==> config.mk <==
export PLATFORM = sky130hd
export DESIGN_NAME = reg_req_master
export DESIGN_NICKNAME = d
export VERILOG_FILES = /design/src/rtl/reg_req_master.sv
export SDC_FILE = /design/constraint.sdc
export NUM_CORES = 1
export LEC_CHECK = 0
export ABC_AREA = 1
export CAP_MARGIN = 20
export CORE_AREA = 5 5 105 107
export DETAILED_ROUTE_END_ITERATION = 10
export DIE_AREA = 0 0 110 112
export PLACE_DENSITY = 0.95
export SYNTH_ARGS = -nofsm -noshare
export SYNTH_HDL_FRONTEND = slang
export SYNTH_SLANG_ARGS = --single-unit
==> constraint.sdc <==
create_clock -name clk -period 4.25 [get_ports clk]
set_input_delay 0.425 -clock clk [delete_from_list [all_inputs] [get_ports clk]]
set_output_delay 0.425 -clock clk [all_outputs]
set_load 0.005 [all_outputs]
==> src/rtl/reg_req_master.sv <==
// Command-to-register-bus request master: latches a host command, holds a level request until ack or timeout, then presents a response.
// Optional timed-out request counter enabled by defining REG_REQ_MASTER_TIMEOUT_CNT_EN.
module reg_req_master #(
  parameter int ADDR_WIDTH = 23,
  parameter int DATA_WIDTH = 32,
  parameter int TIMEOUT    = 1000
) (
  input  logic                  clk,
  input  logic                  reset,
  input  logic                  cmd_valid,
  output logic                  cmd_ready,
  input  logic                  cmd_rd_wr_L,
  input  logic [ADDR_WIDTH-1:0] cmd_addr,
  input  logic [DATA_WIDTH-1:0] cmd_wr_data,
  output logic                  resp_valid,
  input  logic                  resp_ready,
  output logic [DATA_WIDTH-1:0] resp_data,
  output logic                  resp_timeout,
  output logic                  reg_req,
  output logic                  reg_rd_wr_L,
  output logic [ADDR_WIDTH-1:0] reg_addr,
  output logic [DATA_WIDTH-1:0] reg_wr_data,
  input  logic [DATA_WIDTH-1:0] reg_rd_data,
  input  logic                  reg_ack,
  output logic [31:0]           timeout_cnt
);

  localparam int TW = $clog2(TIMEOUT) + 1;
  localparam logic [TW-1:0] TLAST = TW'(TIMEOUT - 1);
  localparam logic [DATA_WIDTH-1:0] DEAD = DATA_WIDTH'(32'hdead_beef);

  typedef enum logic [1:0] {IDLE, REQ, RESP} state_t;

  state_t                state_q, state_d;
  logic [TW-1:0]         timer_q, timer_d;
  logic                  rd_wr_q, rd_wr_d;
  logic [ADDR_WIDTH-1:0] addr_q, addr_d;
  logic [DATA_WIDTH-1:0] wdata_q, wdata_d;
  logic [DATA_WIDTH-1:0] rdata_q, rdata_d;
  logic                  to_q, to_d;
  logic                  cmd_ready_q, reg_req_q, resp_valid_q;

  always_comb begin
    state_d = state_q;
    timer_d = timer_q;
    rd_wr_d = rd_wr_q;
    addr_d  = addr_q;
    wdata_d = wdata_q;
    rdata_d = rdata_q;
    to_d    = to_q;
    case (state_q)
      IDLE: begin
        if (cmd_valid) begin
          rd_wr_d = cmd_rd_wr_L;
          addr_d  = cmd_addr;
          wdata_d = cmd_wr_data;
          timer_d = '0;
          state_d = REQ;
        end
      end
      REQ: begin
        // An ack arriving on the expiry cycle still counts as a normal completion.
        if (reg_ack) begin
          rdata_d = reg_rd_data;
          to_d    = 1'b0;
          state_d = RESP;
        end else if (timer_q == TLAST) begin
          rdata_d = DEAD;
          to_d    = 1'b1;
          state_d = RESP;
        end else begin
          timer_d = timer_q + 1'b1;
        end
      end
      RESP: begin
        if (resp_ready) state_d = IDLE;
      end
      default: state_d = IDLE;
    endcase
  end

  always_ff @(posedge clk) begin
    if (reset) begin
      state_q      <= IDLE;
      timer_q      <= '0;
      rd_wr_q      <= 1'b1;
      addr_q       <= '0;
      wdata_q      <= '0;
      rdata_q      <= '0;
      to_q         <= 1'b0;
      cmd_ready_q  <= 1'b1;
      reg_req_q    <= 1'b0;
      resp_valid_q <= 1'b0;
    end else begin
      state_q      <= state_d;
      timer_q      <= timer_d;
      rd_wr_q      <= rd_wr_d;
      addr_q       <= addr_d;
      wdata_q      <= wdata_d;
      rdata_q      <= rdata_d;
      to_q         <= to_d;
      cmd_ready_q  <= (state_d == IDLE);
      reg_req_q    <= (state_d == REQ);
      resp_valid_q <= (state_d == RESP);
    end
  end

  assign cmd_ready    = cmd_ready_q;
  assign reg_req      = reg_req_q;
  assign resp_valid   = resp_valid_q;
  assign resp_data    = rdata_q;
  assign resp_timeout = to_q;
  assign reg_rd_wr_L  = rd_wr_q;
  assign reg_addr     = addr_q;
  assign reg_wr_data  = wdata_q;

`ifdef REG_REQ_MASTER_TIMEOUT_CNT_EN
  logic        to_inc;
  logic [31:0] to_cnt_q;

  assign to_inc = (state_q == REQ) && !reg_ack && (timer_q == TLAST);

  always_ff @(posedge clk) begin
    if (reset)       to_cnt_q <= '0;
    else if (to_inc) to_cnt_q <= to_cnt_q + 32'd1;
  end

  assign timeout_cnt = to_cnt_q;
`else
  assign timeout_cnt = '0;
`endif

endmodule
==> flow_summary.toml <==
[yosys]
synth_warnings = 0
syn-cell-area_um2 = 4200
yosysTopAreaCellShare = 0.501
ys_types = 25
synthCells = 567
yosysSeqAreaShare = 0.501
synth_top_cells_by_area = "dfxtp_1, nor2_1, o21ai_0, buf_4, nand2_1"
syn_area_per_cell_um2 = 7.41
yosys.area.top_type = "dfxtp_1"
ys_ff_latch = 105

[hold_path]
hp-class = "reg2reg"

[detailed_routing]
drt-total-wl_um = 11600
ant_nets = 0
via_per_inst = 4.52
drtPass1Iterations = 7
drt_iter0_markers = 160
vias = 3965
wl_per_cell_um = 13.2
drcViolationCount = 0

[placement]
hpwl_um = 8430
place_area_um2 = 5980
port_buffers = 184
place.gp.congestion = 0.825

[job]
drv_cap = 0

[critical_path]
path_class = "in2reg"
worstPathRequired_ps = 4540
cpPeakStageDelay_ps = 690
cp-start-kind = "input port"
worstPathArrival_ps = 2330
crit_chain = "clkdlybuf4s50_1, inv_1, nor3_4, inv_2, nand2_4, inv_2, nand2_1, a21oi_1"
crit_slowest_cell = "inv_2"
critPathMaxFanout = 57
cpMostUsedCell = "inv_2"
cp-end-kind = "flip-flop"

[sta]
timing.hold.ws_ps = 465
tightestPinTransition_ps = 978
setup_violations = 0
fmax_mhz = 488
timing_hold_violations_final = 0
grt_setup_unrepaired = "no"
final.min_clock_period_ps = 2050
report.final.slew_viol_count = 0
slew_headroom = 0.348
min_period_over_period = 0.482
clock_skew_ps = 11.7
setup_tns_ps = 0

[global_route]
overflow = 0
grtUsageTotal = 0.184
grt_pass1_wl_um = 18200
antenna_found_initial = 0
grt_pass1_vias = 3877
grt_max_degree = 60

[clock_network]
post-cts-setup-buffers = 0
clock_path_buffers = 2
cts-root-buf = "clkbuf_8"
cts_num_sinks = 105
clk_pin_slew_ps = 100
cts.hold.buffers_added = 0
cts_resized = 0
htreeDepth = 3
numCtsBuffers = 9
cts_tree = "done"
clkLatencyLatePin_ps = 360

[cells_and_area]
drive_above_1_share = 0.0445
antenna_cells = 0
final_cell_mix = "nor2_1, clkdlybuf4s50_1, dfxtp_1, nand2_1, o21ai_0"
stdcell_area_um2 = 6150
nets = 831
utilization = 0.612
layout_commonest_cell = "nor2_1"
syn_to_final_growth_pct = 46.5

[floorplan]
core-area_um2 = 10000
die_x_um = 110
placementRows = 37
die_h_um = 112
io_pins = 217
dieArea_um2 = 12300
start_util = 0.418

[status]
status = "completed"

[power]
p_per_area_nw_per_um2 = 333
ir_drop_uv = 213
p_leak_uw = 0.00269
[final cells by class]
type,count,area [um2]
flip-flops and latches,105,2100
clock buffers,11,131
multi-input cells,388,1660
well taps,136,170
inverters,46,178
clock inverters,5,41.3
repair buffers,187,1860
fillers,879,3890
[power by group]
group	leakage (uW)	internal (uW)	switching, uW
Sequential	0.000863	1050	33.8
Combinational	0.00175	228	171
Clock	0.0000737	218	342
Total	0.00269	1500	546
[state kept, by name, indices dropped and copies added, names as in the netlist]
| signal | flops |
|---|---|
| cmd_ready | 1 |
| reg_addr | 23 |
| reg_rd_wr_L | 1 |
| reg_req | 1 |
| reg_wr_data | 32 |
| resp_data | 32 |
| resp_timeout | 1 |
| resp_valid | 1 |
| state_q | 2 |
| timer_q | 11 |
[through the flow]
stage,power (uW),worst slack [ps],std cells
detailed placement,1510,1780,862
floorplan,1280,2860,598
global route,2160,2040,878
CTS,2070,2150,878
finish,2050,2200,878
global placement,1500,1880,862
[layer usage]
metal	vias to the layer above	GRT usage	wire length [um]
li1	2025	-	-
met1	1797	0.197	4520
met2	132	0.328	5880
met3	11	0.0725	1020
met4	0	0.0574	156
met5	-	0	0
[cells in the mapped netlist, drive strengths merged]
master and instances:
nand3b 1, conb 1, nand3 8, inv 46
o21ai 82, buf 46, a21oi 14, dfxtp 105
nand2 59, ha 1, nor3 2, nand4 1
nor2 188, clkbuf 13
[critical path: cells and delay by family]
kind / cells / cell delay, ps
buffers and inverters: 4 / 1350
AND/OR/NAND/NOR: 3 / 360
AO/OA/AOI/OAI: 1 / 150
[worst paths after layout]
path / slack (ps) / from / cells after the start / endpoint
setup / recovery: 2200 / cmd_valid / 8 / timer_q[1]
hold / removal: 470 / resp_data[14] / 2 / resp_data[14]
setup reg to reg: 2260 / state_q[1] / 6 / timer_q[1]
hold reg to reg: 470 / resp_data[14] / 2 / resp_data[14]
[logic make-up after synthesis]
logic type | after synthesis | synth area share
AOI/OAI and AO/OA | 96 | 0.114
adders and majority gates | 1 | 0.00298
buffers and inverters | 105 | 0.132
DFF | 105 | 0.501
other | 1 | 0.000893
and+or+nand+nor | 259 | 0.249
No activity file was read; power rests on OpenSTA's default activity.
